$ cat src/rtl/instruction_fetch_stage_pkg.sv
// Shared types and constants for the instruction fetch stage and its buffer.
package instruction_fetch_stage_pkg;

  localparam int unsigned XLEN = 32;
  localparam int unsigned ILEN = 32;

  localparam logic [ILEN-1:0] NOP_INSTR            = 32'h0000_0013;
  localparam logic [XLEN-1:0] DEFAULT_RESET_VECTOR = 32'h0000_0000;
  localparam logic [XLEN-1:0] WORD_ALIGN_MASK      = 32'hFFFF_FFFC;
  localparam logic [XLEN-1:0] WORD_BYTES           = 32'd4;

  typedef enum logic [1:0] {
    S_RUN   = 2'd0,
    S_WAIT  = 2'd1,
    S_DRAIN = 2'd2
  } fetch_state_e;

  typedef struct packed {
    logic [XLEN-1:0] pc;
    logic [ILEN-1:0] instr;
  } fetch_entry_t;

endpackage

$ cat src/rtl/instruction_fetch_stage_fetch_buffer.sv
// Small synchronous FIFO of fetched {pc, instr} pairs with synchronous clear.
module fetch_buffer
  import instruction_fetch_stage_pkg::*;
#(
  parameter int unsigned DEPTH = 2,
  localparam int unsigned AW = $clog2(DEPTH),
  localparam int unsigned CW = AW + 1
) (
  input  logic         CLK,
  input  logic         RST,
  input  logic         clear,
  input  logic         push,
  input  logic         pop,
  input  fetch_entry_t wr_data,
  output fetch_entry_t rd_data,
  output logic [CW-1:0] count,
  output logic         empty,
  output logic         full
);

  fetch_entry_t    mem [DEPTH];
  logic [AW-1:0]   wr_ptr;
  logic [AW-1:0]   rd_ptr;
  logic            do_push;
  logic            do_pop;

  assign do_push = push & ~clear & ~full;
  assign do_pop  = pop & ~clear & ~empty;

  always_ff @(posedge CLK or posedge RST) begin
    if (RST) begin
      wr_ptr <= '0;
      rd_ptr <= '0;
      count  <= '0;
    end else if (clear) begin
      wr_ptr <= '0;
      rd_ptr <= '0;
      count  <= '0;
    end else begin
      if (do_push) wr_ptr <= wr_ptr + AW'(1);
      if (do_pop)  rd_ptr <= rd_ptr + AW'(1);
      count <= count + CW'(do_push) - CW'(do_pop);
    end
  end

  // Storage needs no reset: entries are only read once count says they are valid.
  always_ff @(posedge CLK) begin
    if (do_push) mem[wr_ptr] <= wr_data;
  end

  assign rd_data = mem[rd_ptr];
  assign empty   = (count == '0);
  assign full    = (count == CW'(DEPTH));

endmodule

$ cat src/rtl/instruction_fetch_stage.sv
// Front pipeline stage: generates the PC stream, fetches words from the I-cache and
// presents one buffered instruction/PC pair per cycle to decode.
module instruction_fetch_stage
  import instruction_fetch_stage_pkg::*;
#(
  parameter logic [XLEN-1:0] RESET_VECTOR    = DEFAULT_RESET_VECTOR,
  parameter int unsigned     FIFO_DEPTH      = 2,
  parameter logic [ILEN-1:0] NOP_INSTRUCTION = NOP_INSTR
) (
  input  logic            CLK,
  input  logic            RST,
  input  logic            STALL_FETCH_STAGE,
  input  logic            BRANCH_TAKEN,
  input  logic [XLEN-1:0] BRANCH_TARGET,
  output logic            ICACHE_REQ,
  output logic [XLEN-1:0] ICACHE_ADDR,
  input  logic            ICACHE_READY,
  input  logic            ICACHE_VALID,
  input  logic [ILEN-1:0] ICACHE_DATA,
  output logic [ILEN-1:0] INSTRUCTION,
  output logic [XLEN-1:0] PC_OUT,
  output logic            INSTRUCTION_VALID
);

  localparam int unsigned CW = $clog2(FIFO_DEPTH) + 1;

  fetch_state_e    state_q;
  fetch_state_e    state_d;
  logic [XLEN-1:0] fetch_pc_q;
  logic [XLEN-1:0] inflight_pc_q;
  logic [XLEN-1:0] last_pc_q;

  logic            push_c;
  logic            pop_c;
  logic            room_c;
  logic            req_c;
  logic            accept_c;

  fetch_entry_t    wr_entry;
  fetch_entry_t    head;
  logic [CW-1:0]   buf_count;
  logic            buf_empty;
  logic            buf_full;

  assign push_c = (state_q == S_WAIT) & ICACHE_VALID & ~BRANCH_TAKEN;
  assign pop_c  = ~STALL_FETCH_STAGE & ~buf_empty & ~BRANCH_TAKEN;

  // Occupancy after this cycle's push/pop must leave a slot for a new request's reply.
  always_comb begin
    room_c = 1'b0;
    if (pop_c)       room_c = 1'b1;
    else if (push_c) room_c = (buf_count < CW'(FIFO_DEPTH - 1));
    else             room_c = ~buf_full;
  end

  always_comb begin
    state_d = state_q;
    req_c   = 1'b0;
    if (!RST && !BRANCH_TAKEN && room_c)
      req_c = (state_q == S_RUN) || ((state_q == S_WAIT) && ICACHE_VALID);

    if (BRANCH_TAKEN) begin
      state_d = ((state_q != S_RUN) && !ICACHE_VALID) ? S_DRAIN : S_RUN;
    end else begin
      unique case (state_q)
        S_RUN:   if (req_c && ICACHE_READY) state_d = S_WAIT;
        S_WAIT:  if (ICACHE_VALID) state_d = (req_c && ICACHE_READY) ? S_WAIT : S_RUN;
        S_DRAIN: if (ICACHE_VALID) state_d = S_RUN;
        default: state_d = S_RUN;
      endcase
    end
  end

  assign accept_c = req_c & ICACHE_READY;

  always_ff @(posedge CLK or posedge RST) begin
    if (RST) begin
      state_q       <= S_RUN;
      fetch_pc_q    <= RESET_VECTOR;
      inflight_pc_q <= '0;
      last_pc_q     <= '0;
    end else begin
      state_q <= state_d;
      if (BRANCH_TAKEN)  fetch_pc_q <= BRANCH_TARGET & WORD_ALIGN_MASK;
      else if (accept_c) fetch_pc_q <= fetch_pc_q + WORD_BYTES;
      if (accept_c)      inflight_pc_q <= fetch_pc_q;
      if (!buf_empty)    last_pc_q <= head.pc;
    end
  end

  assign wr_entry.pc    = inflight_pc_q;
  assign wr_entry.instr = ICACHE_DATA;

  fetch_buffer #(
    .DEPTH (FIFO_DEPTH)
  ) u_fetch_buffer (
    .CLK     (CLK),
    .RST     (RST),
    .clear   (BRANCH_TAKEN),
    .push    (push_c),
    .pop     (pop_c),
    .wr_data (wr_entry),
    .rd_data (head),
    .count   (buf_count),
    .empty   (buf_empty),
    .full    (buf_full)
  );

  assign ICACHE_REQ        = req_c;
  assign ICACHE_ADDR       = fetch_pc_q;
  assign INSTRUCTION       = buf_empty ? NOP_INSTRUCTION : head.instr;
  assign PC_OUT            = buf_empty ? last_pc_q : head.pc;
  assign INSTRUCTION_VALID = ~buf_empty;

endmodule

$ cat config.mk
export PLATFORM = sky130hd
export DESIGN_NAME = instruction_fetch_stage
export DESIGN_NICKNAME = d
export VERILOG_FILES = /design/src/rtl/instruction_fetch_stage_pkg.sv /design/src/rtl/instruction_fetch_stage_fetch_buffer.sv /design/src/rtl/instruction_fetch_stage.sv
export SDC_FILE = /design/constraint.sdc
export NUM_CORES = 1
export LEC_CHECK = 0
export ABC_AREA = 1
export ABC_CLOCK_PERIOD_IN_PS = 5200
export CORE_MARGIN = 3
export CORE_UTILIZATION = 31
export CTS_BUF_LIST = sky130_fd_sc_hd__clkbuf_8 sky130_fd_sc_hd__clkbuf_16
export DETAILED_ROUTE_END_ITERATION = 10
export GPL_TIMING_DRIVEN = 0
export PLACE_DENSITY = 0.63
export SETUP_SLACK_MARGIN = 0.02
export SLEW_MARGIN = 20
export SYNTH_ARGS = -nofsm -noshare
export SYNTH_HDL_FRONTEND = slang
export SYNTH_SLANG_ARGS = --single-unit
$ cat constraint.sdc
create_clock -name CLK -period 5.2 [get_ports CLK]
set_clock_uncertainty 0.1 [all_clocks]
set_input_delay 0.52 -clock CLK [delete_from_list [all_inputs] [get_ports CLK]]
set_output_delay 0.52 -clock CLK [all_outputs]
set_load 0.02 [all_outputs]
# After elaboration in Yosys (flattened, before gate mapping)
# Memories as Yosys holds them, arrays and structs flattened.
# Index checks and enable logic that the tools add are counted.
# totals
reg_bits	102
latch_bits	0
ramBits	128
rom_bits	0
inputBits	70
out_inout_bits	98
word_cells	70
memories	1
# op_classes
addsub	5
mul	0
n_div	0
magnitude_cmp	1
eq_ne	6
shift	0
mux	21
n_bitwise	13
n_reduce_logical	16
# memory_table
name	words	word_bits	read_ports	rd_ports_with_merged_regs	wr	line	text
u_fetch_buffer.mem	2	64	1	0	1	instruction_fetch_stage_fetch_buffer.sv:21	fetch_entry_t mem [DEPTH];
# op_table
operator	count
32-bit two-way mux	4
32-bit by 3-bit adder with 32-bit output (second input constant)	1
2-bit two-way mux	6
1-bit two-way mux	10
1-bit AND	9
2-bit nonzero test	4
3-bit != test (second input constant)	2
2-bit case mux with 3 select lines	1
1-bit logical AND	5
2-bit == test (second input constant)	2
2-bit zero test	2
1-bit inverter	4
1-bit zero test	3
3-bit by 2-bit != test with 1-bit output (second input constant)	1
3-bit AND reduction	1
1-bit adder (second input constant)	2
2-bit by 1-bit adder with 2-bit output	1
2-bit by 1-bit == test with 1-bit output (second input constant)	1
2-bit by 1-bit less-than comparator with 1-bit output (second input constant)	1
2-bit by 1-bit subtractor with 2-bit output	1
1-bit logical OR	1

# Longest topological paths before layout
# Gate-level depths: netlist of run 1.
# depth
word_depth	12
ltp_mapped	10
depth_no_buf	10

# Cells and area by module
# From an unflattened synthesis of run 1, not the netlist that was laid out.
# hier_totals
hier_cells	1097
area_unflattened_um2	10013.4
# by_module_without_submodules
module	instances	cells_per_inst	area_each_um2	seq_area_each_um2
instruction_fetch_stage	1	725	5052.3	2352.3
fetch_buffer	1	372	4961.0	3943.8

# Worst setup path before layout of run 1
# Ideal clock, no wire load.
# synth_timing
path_type	input to register
startpoint	input port BRANCH_TAKEN
endpoint	memory u_fetch_buffer.mem[0][0] (netlist name) (enable)
setup_time_ns	0.482
arrival_ns	3.605
required_time_ns	4.618
path_slack_ns	1.013
path_stages	6
n_path_buf	1
cell_sequence	buf_6 nor2_2 nand2_1 a21oi_1 inv_1 nor2_1
# synth_between
elab_chain_len	6
# synth_lines
item	line	text
from (decl)	instruction_fetch_stage.sv:13	input logic BRANCH_TAKEN,
1-bit inverter (*)	instruction_fetch_stage_fetch_buffer.sv:27, instruction_fetch_stage.sv:45	
1-bit AND	instruction_fetch_stage.sv:45	assign push_c = (state_q == S_WAIT) & ICACHE_VALID & ~BRANCH_TAKEN;
1-bit AND (*) (2 in series)	instruction_fetch_stage_fetch_buffer.sv:27	assign do_push = push & ~clear & ~full;
1-bit two-way mux (*)	instruction_fetch_stage_fetch_buffer.sv:48	if (do_push) mem[wr_ptr] <= wr_data;
1-bit two-way mux (not written as such) (*)	instruction_fetch_stage_fetch_buffer.sv:48	
to (decl)	instruction_fetch_stage_fetch_buffer.sv:21	
# Every way passes the cells marked *; elsewhere a longest branch is shown, timed or not.

# Final worst setup path of run 1
# layout_timing
startpoint	register u_fetch_buffer.count[0]
endpoint	output port PC_OUT[0]
# layout_between
elab_chain_len	2
# layout_lines
item	line	text
from (decl)	instruction_fetch_stage_fetch_buffer.sv:16	output logic [CW-1:0] count,
from (signal assigned)	instruction_fetch_stage_fetch_buffer.sv:42	count <= count + CW'(do_push) - CW'(do_pop);
2-bit zero test	instruction_fetch_stage_fetch_buffer.sv:52	assign empty = (count == '0);
32-bit two-way mux	n/a	
to (decl)	instruction_fetch_stage.sv:21	output logic [XLEN-1:0] PC_OUT,
# No other way between the ends.

==> results of run 1 <==
## worst paths after layout
| check | to | slack [ns] | depth (start not counted) |
|---|---|---|---|
| min | last_pc_q[8] | 0.23 | 2 |
| min in group CLK | ICACHE_ADDR[4] | 0.30 | 5 |
| min reg2reg | u_fetch_buffer.mem[1][42] | 0.37 | 0 |
| max in group asynchronous | ICACHE_ADDR[30] | 4.11 | 3 |
| max | PC_OUT[0] | 1.75 | 5 |
| max reg2reg | u_fetch_buffer.mem[0][9] | 2.92 | 8 |
## layer usage
metal	global-route usage	share of wire	up-vias
met5	0	0	-
met4	0.0350	0.020	0
met3	0.0273	0.065	38
met2	0.237	0.45	258
met1	0.213	0.47	3420
li1	-	-	3530
## kinds of logic (layout without fill, tap and decap cells)
family	after synthesis	count (layout)
buffers and inverters	90	305
adder cells (fa/ha/maj)	3	3
XOR/XNOR	5	5
other	1	2
AND/OR/NAND/NOR	489	489
flip-flops	222	222
AO/OA/AOI/OAI	133	133
## Yosys cell counts, drive strengths merged
cell type  number
o21ai          40
xnor2           1
conb            1
nand2         323
clkinv          1
dfrtp          98
nor3            1
nor2           94
nand3          69
ha              3
edfxtp        124
clkbuf         14
nand4           2
xor2            4
inv            46
buf            29
a21oi          93
## sequential cells by signal, indices dropped and copies added (netlist names)
name	flops
u_fetch_buffer.mem	124
u_fetch_buffer.wr_ptr	1
u_fetch_buffer.count	2
u_fetch_buffer.rd_ptr	1
state_q	2
last_pc_q	32
ICACHE_ADDR	30
inflight_pc_q	30
## metrics by stage
stage                     TNS [ns]  utilization
after CTS                        0        0.422
after detailed placement         0        0.394
after global routing             0        0.422
after global placement     -138.57        0.387
final                            0        0.422
after floorplan                  0            -
## layout make-up
cell class | instances | area [um^2] | area share
clock buffers | 26 | 639 | 0.0508
flip-flops and latches | 222 | 6180 | 0.491
well taps | 390 | 488 | 0.0388
repair buffers | 169 | 1810 | 0.144
multi-input cells | 632 | 2820 | 0.224
inverters | 47 | 181 | 0.0144
plain buffers | 43 | 254 | 0.0202
clock inverters | 20 | 208 | 0.0165
## worst max-delay path, stage by stage (launching register included)
cell             delay (ns)
dfrtp_1                0.42
nor2_4                 0.28
clkinv_1               0.32
clkbuf_1               0.38
nor2_1                 0.22
clkdlybuf4s50_1        0.67
## power by group
group / total (mW) / internal [mW] / switching, mW
Sequential: 2.27 / 2.12 / 0.155
Clock: 1.78 / 1.09 / 0.685
Combinational: 1.16 / 0.493 / 0.671
Total: 5.21 / 3.70 / 1.51
==> results by group, run 1 <==
Status
  • Run status: finished, final reports clean

Die
  • DIE AREA: 32500 um^2
  • Initial cell density of the core: 0.316
  • Die height: 180 um
  • Io pins: 168
  • Core area: 29800 um^2
  • Die X: 180 um
  • # rows: 63

Timing
  • Crit share post-route: 0.664
  • Worst-margin pin slew: 0.640 ns
  • Period minus WS final: 3.45 ns
  • Fmax: 290 MHz
  • Final setup fails: 0
  • Final hold violations: 0
  • Max Slew Vio Count: 0
  • Worst hold slack: 0.228 ns
  • Final WS setup: 1.75 ns
  • RSZ-0062 raised after global routing: false
  • Slew headroom: 0.573

Final layout
  • Synth-to-layout area growth: 33.6%
  • Final net count: 1213
  • Most frequent cells in the layout: nand2_1, clkdlybuf4s50_1, edfxtp_1, dfrtp_1, a21oi_1
  • Layout cells sized above 1: 0.0897
  • Commonest non-fill, non-tap cell in the layout: nand2_1
  • Fin cells: 1549
  • Final std cell area, no fill: 12600 um^2
  • N_diodes: 0
  • Filler Cell Count: 2859

Logic synthesis
  • Synth top area cells: edfxtp_1, dfrtp_1, nand2_1
  • Cell Area, Synth: 9410 um^2
  • Main combinational cell family by area after synthesis: simple AND/OR/NAND/NOR gates
  • Xor-xnor portion of the synthesized cell area: 0.00465
  • Mean post-synth cell area: 9.98 um^2
  • Yosys warns: 0
  • Distinct cells, synth: 28
  • Synthesized instance count: 943
  • Post-synthesis adder-cell area fraction: 0.00399
  • Simple-gate share of the synthesized area: 0.209
  • Post-synthesis sequential area ratio: 0.656
  • #FFs+latches synth: 222
  • Post-synthesis mux area share: 0
  • Compound-cell area share of the yosys netlist: 0.0803
  • Post-synth top area share: 0.396
  • Area leader, netlist: edfxtp_1

Detailed routing
  • ANT nets after route: 0
  • Initial DRT Pass Iterations: 5
  • Post-Route WL: 25100 um
  • Via count: 7246
  • Initial DRC count: 604
  • Post-DR vias/cell: 4.68
  • WL per Instance: 16.2 um
  • DRC viols: 0

Clocking
  • Clock sinks: 222
  • Post-CTS setup buffers: 0
  • TritonCTS clock tree: done
  • Clock root cell: clkbuf_16
  • CTS resizes: 0
  • H-tree depth: 1
  • Clock slew at reported path FFs: 0.06 ns
  • CTS Buf Count: 25
  • Hold_buf cts: 0
  • Worst-Skew Late Latency: 0.53 ns
  • CTS Buffer Depth: 3

Critical path
  • CP Launch Type: flop
  • Critical path startpoint: u_fetch_buffer.count[0]
  • Critical path class: reg -> out
  • Worst EP required: 4.58 ns
  • Worst Setup End Kind: output port
  • Reg-to-Reg Start: state_q[1]
  • Max FO, Critical Path: 10
  • CP arrival: 2.83 ns

Placement
  • Gpl congestion: 0.870
  • Port bufs: 162
  • Post-DP HPWL: 18200 um
  • # placed instances: 1503
  • DP Area: 11700 um^2
  • Post-Place Setup Slack: 1.85 ns

Power
  • PnR Total Power: 5.21 mW
  • Leakage: 5.08 nW
  • Maximum VDD drop: 0.000216 V
  • Power Dens Cells: 414 nW/um^2

Global routing
  • Initial antenna violation count: 0
  • Gr usage total: 0.149
  • Largest net degree at the start of global routing: 78
  • Global-route wire length before repair: 38800 um
  • Grt ovf: 0
  • Number of global-route vias before repair: 6988

Run
  • MaxCap Viol Count: 0

Min path
  • Hold Crit Class: in -> async
Power figures use the tool's default switching activity.
==> run 2: changes to the inputs <==
--- a/config.mk
+++ b/config.mk
@@ -6,7 +6,7 @@
 export NUM_CORES = 1
 export LEC_CHECK = 0
 export ABC_AREA = 1
-export ABC_CLOCK_PERIOD_IN_PS = 5200
+export ABC_CLOCK_PERIOD_IN_PS = 3400
 export CORE_MARGIN = 3
 export CORE_UTILIZATION = 31
 export CTS_BUF_LIST = sky130_fd_sc_hd__clkbuf_8 sky130_fd_sc_hd__clkbuf_16
==> constraint.sdc (replaced) <==
create_clock -name CLK -period 3.4 [get_ports CLK]
set_clock_uncertainty 0.1 [all_clocks]
set_input_delay 0.34 -clock CLK [delete_from_list [all_inputs] [get_ports CLK]]
set_output_delay 0.34 -clock CLK [all_outputs]
set_load 0.02 [all_outputs]
==> run 2 against run 1 <==
Sequential power grew 53%. Routed wire length rose by 0.47%. Count of clock-buffer cells in the layout grew 3. Total power rose by 55%. Combinational power rose by 54%. Via count is 0.29% lower. Core utilization rose by 0.26 points. Global-route usage rose by 0.097 points. Cell area grew 0.63%. Largest power group unchanged.
==> results by group, run 2 (same netlist as run 1, synthesis figures left out) <==
Critical path
  • CP Launch Type: flop (unchanged)
  • Worst path bufs/invs: 3 (unchanged)
  • Worst path max stage delay: 0.61 ns (was 0.67 ns)
  • Worst Setup End Kind: output port (unchanged)
  • Worst EP required: 2.96 ns (was 4.58 ns)
  • CP max-delay cell: clkdlybuf4s50_1 (unchanged)
  • Cell family with most CP delay: buffers and inverters (unchanged)
  • Critical path class: reg -> out (unchanged)
  • CP arrival: 2.73 ns (was 2.83 ns)
  • Worst path cell trace: nor2_4, clkinv_1, clkbuf_1, nor2_1, a21oi_1, clkdlybuf4s50_1 (was nor2_4, clkinv_1, clkbuf_1, nor2_1, clkdlybuf4s50_1)
  • Max FO, Critical Path: 10 (unchanged)

Final layout
  • Layout cells sized above 1: 0.0922 (was 0.0897)
  • Most frequent cells in the layout: nand2_1, clkdlybuf4s50_1, edfxtp_1, dfrtp_1, a21oi_1 (unchanged)
  • Biggest register: u_fetch_buffer.mem (unchanged)
  • Top Registers: u_fetch_buffer.mem x124, last_pc_q x32 (unchanged)
  • Commonest non-fill, non-tap cell in the layout: nand2_1 (unchanged)
  • Final net count: 1215 (was 1213)
  • Number of flip-flops in the largest register: 124 (unchanged)
  • Synth-to-layout area growth: 34.5% (was 33.6%)
  • Fin cells: 1552 (was 1549)
  • Filler Cell Count: 2852 (was 2859)

Clocking
  • TritonCTS clock tree: done (unchanged)
  • Hold_buf cts: 0 (unchanged)
  • CTS Buf Count: 25 (unchanged)
  • CTS Buffer Depth: 3 (unchanged)
  • Clock sinks: 222 (unchanged)
  • Clock slew at reported path FFs: 0.06 ns (about the same)
  • Worst-Skew Late Latency: 0.51 ns (was 0.53 ns)
  • H-tree depth: 1 (unchanged)
  • Clock root cell: clkbuf_16 (unchanged)

Status
  • Run status: finished, final reports clean (unchanged)

Timing
  • Slew headroom: 0.562 (was 0.573)
  • Final WS setup: 0.226 ns (was 1.75 ns)
  • RSZ-0062 raised after global routing: false (unchanged)
  • Fmax: 315 MHz
  • Crit share post-route: 0.933
  • Final hold violations: 0 (unchanged)
  • Final setup fails: 0 (unchanged)
  • Period minus WS final: 3.17 ns
  • Max Slew Vio Count: 0 (unchanged)
  • Worst-margin pin slew: 0.657 ns (was 0.640 ns)

Detailed routing
  • Post-Route WL: 25200 um (was 25100 um)
  • Initial DRT Pass Iterations: 5 (unchanged)
  • WL per Instance: 16.2 um (about the same)
  • Post-DR vias/cell: 4.66 (was 4.68)
  • DRC viols: 0 (unchanged)
  • Via count: 7225 (was 7246)
  • Initial DRC count: 561 (was 604)
  • ANT nets after route: 0 (unchanged)

Placement
  • Post-DP HPWL: 18400 um (was 18200 um)
  • Post-Place Setup Slack: 0.605 ns (was 1.85 ns)
  • # placed instances: 1505 (was 1503)
  • Port bufs: 162 (unchanged)
  • Gpl congestion: 0.852 (was 0.870)

Global routing
  • Largest net degree at the start of global routing: 32 (was 78)
  • Number of global-route vias before repair: 7076 (was 6988)
  • Initial antenna violation count: 1 (was 0)
  • Grt ovf: 0 (unchanged)
  • Gr usage total: 0.150 (was 0.149)
  • Global-route wire length before repair: 39100 um (was 38800 um)

Run
  • MaxCap Viol Count: 0 (unchanged)

Die
  • Die X: 180 um (unchanged)
  • Core area: 29800 um^2 (unchanged)
  • # rows: 63 (unchanged)
  • Die height: 180 um (unchanged)
  • Io pins: 168 (unchanged)
  • DIE AREA: 32500 um^2 (unchanged)
  • Initial cell density of the core: 0.316 (unchanged)

Power
  • Leakage: 5.12 nW (was 5.08 nW)
  • Maximum VDD drop: 0.000336 V (was 0.000216 V)
  • Power Dens Cells: 639 nW/um^2 (was 414 nW/um^2)

Min path
  • Hold Crit Class: in -> async (unchanged)
run 2: changes by cell type in the layout (fill, tap and decap cells not counted), moves of 2 or more:
| cell | previous run | this run |
|---|---|---|
| buf_12 | 1 | 3 |
| clkbuf_8 | 1 | 4 |
| clkinv_1 | 5 | 3 |
| clkinv_2 | 5 | 2 |
| inv_1 | 46 | 48 |
run 2: per-stage QoR:
stage | power [mW] | setup TNS [ns] | hold WS (ns) | cell area [um^2] | utilization
finish | 8.08 | 0 | 0.0630 | 12700 | 0.425
global route | 8.46 | 0 | 0.0780 | 12700 | 0.425
CTS | 8.18 | 0 | 0.0491 | 12700 | 0.425
detailed placement | 5.32 | 0 | 0.363 | 11800 | 0.395
global placement | 5.28 | -383.13 | 0.351 | 11500 | 0.387
floorplan | 4.39 | -75.31 | 0.339 | 9420 | -
run 2: report_power, final:
group          total, mW  switching (mW)  internal [mW]
logic               1.79            1.03          0.759
clock network       2.82            1.03           1.80
registers           3.47           0.234           3.24
total               8.08            2.29           5.79
run 2: layout make-up:
type,count,area [um^2],share of cell area
inverter,47,180,0.0142
timing repair buffer,171,1850,0.146
sequential,222,6180,0.488
clock inverter,17,203,0.0160
clock buffer,29,681,0.0538
tap,390,488,0.0386
multi-input combinational,632,2820,0.223
antenna,1,2.50,0.000198
buffer,43,255,0.0202
run 2: final timing paths:
kind                                             end  slack, ns  cells after the start               startpoint
max reg2reg                          ICACHE_ADDR[10]       1.15                      8           ICACHE_ADDR[3]
max                                       PC_OUT[16]       0.23                      6  u_fetch_buffer.count[0]
min                                  ICACHE_ADDR[25]       0.06                      2                      RST
min reg2reg                u_fetch_buffer.mem[1][52]       0.37                      0        inflight_pc_q[20]
min in group CLK                      ICACHE_ADDR[4]       0.13                      5             BRANCH_TAKEN
max in group asynchronous               last_pc_q[8]       2.67                      3                      RST
run 2: repair_timing:
item	4_1_cts	5_1_grt
endpoints found under the setup margin	0	6
setup buffers	0	0
hold endpoints to repair	0	0
resized for setup	0	2
run 2: per-layer routing:
layer / track usage / part of all wire / up-vias / routed length (um)
li1: - / - / 3527 / -
met1: 0.211 / 0.46 / 3383 / 11700
met2: 0.239 / 0.44 / 272 / 11100
met3: 0.0293 / 0.068 / 43 / 1720
met4: 0.0372 / 0.026 / 0 / 656
met5: 0 / 0 / - / 0
==> run 3: changes to the inputs <==
--- a/config.mk
+++ b/config.mk
@@ -14,7 +14,6 @@
 export GPL_TIMING_DRIVEN = 0
 export PLACE_DENSITY = 0.63
 export SETUP_SLACK_MARGIN = 0.02
-export SLEW_MARGIN = 20
 export SYNTH_ARGS = -nofsm -noshare
 export SYNTH_HDL_FRONTEND = slang
 export SYNTH_SLANG_ARGS = --single-unit
==> run 3 against run 2 <==
Total power fell by 4.2%. First-iteration DRC count is 20% higher. Final cell count is 0.19% lower. Highest routed layer unchanged. Global-route usage grew 0.25 points. Hold slack better by 0.068 ns. Register-to-register slack got worse by 0.08 ns. Sequential cell count did not move.
==> results by group, run 3 (same netlist as run 1, synthesis figures left out) <==
Status
  • Run status: finished, final reports clean (unchanged)

Clocking
  • H-tree depth: 1 (unchanged)
  • CTS Buffer Depth: 3 (unchanged)
  • Clock slew at reported path FFs: 0.06 ns (about the same)
  • TritonCTS clock tree: done (unchanged)
  • Clock sinks: 222 (unchanged)
  • Clock root cell: clkbuf_16 (unchanged)
  • CTS Buf Count: 24 (was 25)
  • Worst-Skew Late Latency: 0.52 ns (was 0.51 ns)

Critical path
  • CP Launch Type: flop (unchanged)
  • CP arrival: 2.75 ns (was 2.73 ns)
  • Max FO, Critical Path: 10 (unchanged)
  • Reg2reg path depth: 8 (unchanged)
  • Worst Setup End Kind: output port (unchanged)
  • Worst EP required: 2.96 ns (about the same)
  • Reg2reg end: ICACHE_ADDR[10] (unchanged)
  • Reg-to-Reg Start: ICACHE_ADDR[3] (unchanged)
  • Worst path max stage delay: 0.72 ns (was 0.61 ns)
  • Worst path cell trace: nor2_4, clkinvlp_4, clkbuf_1, nor2_1, a21oi_1, clkdlybuf4s50_1 (was nor2_4, clkinv_1, clkbuf_1, nor2_1, a21oi_1, clkdlybuf4s50_1)
  • Critical path class: reg -> out (unchanged)
  • Worst path bufs/invs: 3 (unchanged)
  • R2r setup slk: 1.07 ns (was 1.15 ns)
  • Cell family with most CP delay: buffers and inverters (unchanged)
  • CP max-delay cell: clkdlybuf4s50_1 (unchanged)

Detailed routing
  • Initial DRT Pass Iterations: 6 (was 5)
  • Initial DRC count: 675 (was 561)
  • WL per Instance: 16.3 um (was 16.2 um)
  • ANT nets after route: 0 (unchanged)
  • DRC viols: 0 (unchanged)
  • Post-Route WL: 25300 um (was 25200 um)
  • Via count: 7173 (was 7225)
  • Post-DR vias/cell: 4.63 (was 4.66)

Final layout
  • Synth-to-layout area growth: 32.4% (was 34.5%)
  • Fin cells: 1549 (was 1552)
  • Commonest non-fill, non-tap cell in the layout: nand2_1 (unchanged)
  • Layout cells sized above 1: 0.0940 (was 0.0922)
  • Top Registers: u_fetch_buffer.mem x124, last_pc_q x32 (unchanged)
  • Number of flip-flops in the largest register: 124 (unchanged)
  • N_diodes: 0 (was 1)
  • Final core utilization: 0.418 (was 0.425)
  • Final net count: 1214 (was 1215)
  • Filler Cell Count: 2873 (was 2852)
  • Most frequent cells in the layout: nand2_1, clkdlybuf4s50_1, edfxtp_1, dfrtp_1, a21oi_1 (unchanged)
  • Biggest register: u_fetch_buffer.mem (unchanged)

Placement
  • Post-Place Setup Slack: -0.0852 ns (was 0.605 ns)
  • # placed instances: 1502 (was 1505)
  • Post-DP HPWL: 18200 um (was 18400 um)
  • Port bufs: 162 (unchanged)
  • Gpl congestion: 0.852 (unchanged)

Timing
  • Max Slew Vio Count: 0 (unchanged)
  • Slew headroom: 0.509 (was 0.562)
  • Period minus WS final: 3.19 ns (was 3.17 ns)
  • Worst-margin pin slew: 0.733 ns (was 0.657 ns)
  • Final setup fails: 0 (unchanged)
  • Final hold violations: 0 (unchanged)
  • RSZ-0062 raised after global routing: false (unchanged)
  • Crit share post-route: 0.938 (was 0.933)
  • Final WS setup: 0.211 ns (was 0.226 ns)
  • Fmax: 314 MHz (was 315 MHz)

Min path
  • Hold path cells: 5
  • Hold Crit Class: in -> reg (was in -> async)
  • Min-delay src: BRANCH_TAKEN
  • Hold path endpoint: ICACHE_ADDR[5]

Power
  • PnR Total Power: 7.74 mW (was 8.08 mW)
  • Leakage: 5.03 nW (was 5.12 nW)
  • Maximum VDD drop: 0.000336 V (about the same)
  • Power Dens Cells: 621 nW/um^2 (was 639 nW/um^2)

Global routing
  • Gr usage total: 0.152 (was 0.150)
  • Global-route wire length before repair: 39500 um (was 39100 um)
  • Largest net degree at the start of global routing: 36 (was 32)
  • Number of global-route vias before repair: 7083 (was 7076)
  • Grt ovf: 0 (unchanged)
  • Initial antenna violation count: 0 (was 1)

Die
  • Initial cell density of the core: 0.316 (unchanged)
  • Io pins: 168 (unchanged)
  • Die X: 180 um (unchanged)
  • DIE AREA: 32500 um^2 (unchanged)
  • Core area: 29800 um^2 (unchanged)
  • # rows: 63 (unchanged)
  • Die height: 180 um (unchanged)

Run
  • MaxCap Viol Count: 0 (unchanged)
-- run 3: worst max path at each step --
stage / from / end / slack [ns] / cells after the start
after CTS: RST / ICACHE_REQ / 0.05 / 9
after detailed placement: RST / ICACHE_REQ / -0.09 / 9
after floorplan: BRANCH_TAKEN / u_fetch_buffer.mem[0][0] / -0.61 / 6
after global routing: u_fetch_buffer.count[1] / PC_OUT[16] / 0.04 / 6
after global placement: ICACHE_VALID / u_fetch_buffer.mem[1][9] / -2.75 / 7
final: u_fetch_buffer.count[1] / PC_OUT[16] / 0.21 / 6
-- run 3: worst register-to-register path: stages, from the launching register on --
cell     delay, ns
dfrtp_1       0.49
ha_1          0.37
inv_1         0.14
nor2_2        0.25
nand2_1       0.20
inv_1         0.19
nor2_1        0.06
o21ai_0       0.27
nand3_1       0.13
-- run 3: layer usage --
layer / part of all wire / global-route usage / vias to the layer above
met4: 0.023 / 0.0335 / 0
met3: 0.066 / 0.0291 / 38
met2: 0.45 / 0.247 / 251
met5: 0 / 0 / -
li1: - / - / 3527
met1: 0.46 / 0.214 / 3357
-- run 3: metrics by stage --
stage          TNS (ns)  hold slack [ns]  area (um^2)
3_5_place_dp    -0.0852            0.357        11700
5_1_grt               0            0.183        12500
3_3_place_gp    -383.13            0.351        11500
2_1_floorplan    -75.31            0.339         9420
4_1_cts               0            0.116        12400
6_report              0            0.131        12500
-- run 3: final cells by class --
cell class | count | area, um^2 | share of cell area
repair inverters | 1 | 5.00 | 0.000402
repair buffers | 170 | 1760 | 0.142
clock inverters | 19 | 148 | 0.0119
well taps | 390 | 488 | 0.0392
clock buffers | 25 | 614 | 0.0493
flip-flops and latches | 222 | 6180 | 0.496
plain buffers | 43 | 256 | 0.0206
multi-input cells | 632 | 2820 | 0.227
inverters | 47 | 184 | 0.0148
-- run 3: timing repair --
item,4_1_cts,5_1_grt
setup buffers,0,2
endpoints found under the setup margin,2,4
gates cloned,1,0
resized for setup,1,2
hold buffers,0,0
-- run 3: power by group --
part           leakage (nW)  total [mW]  internal, mW  switching [mW]
clock                 0.411        2.48          1.46            1.02
sequential             2.32        3.47          3.23           0.237
combinational          2.31        1.79         0.756            1.03
total                  5.03        7.74          5.45            2.29
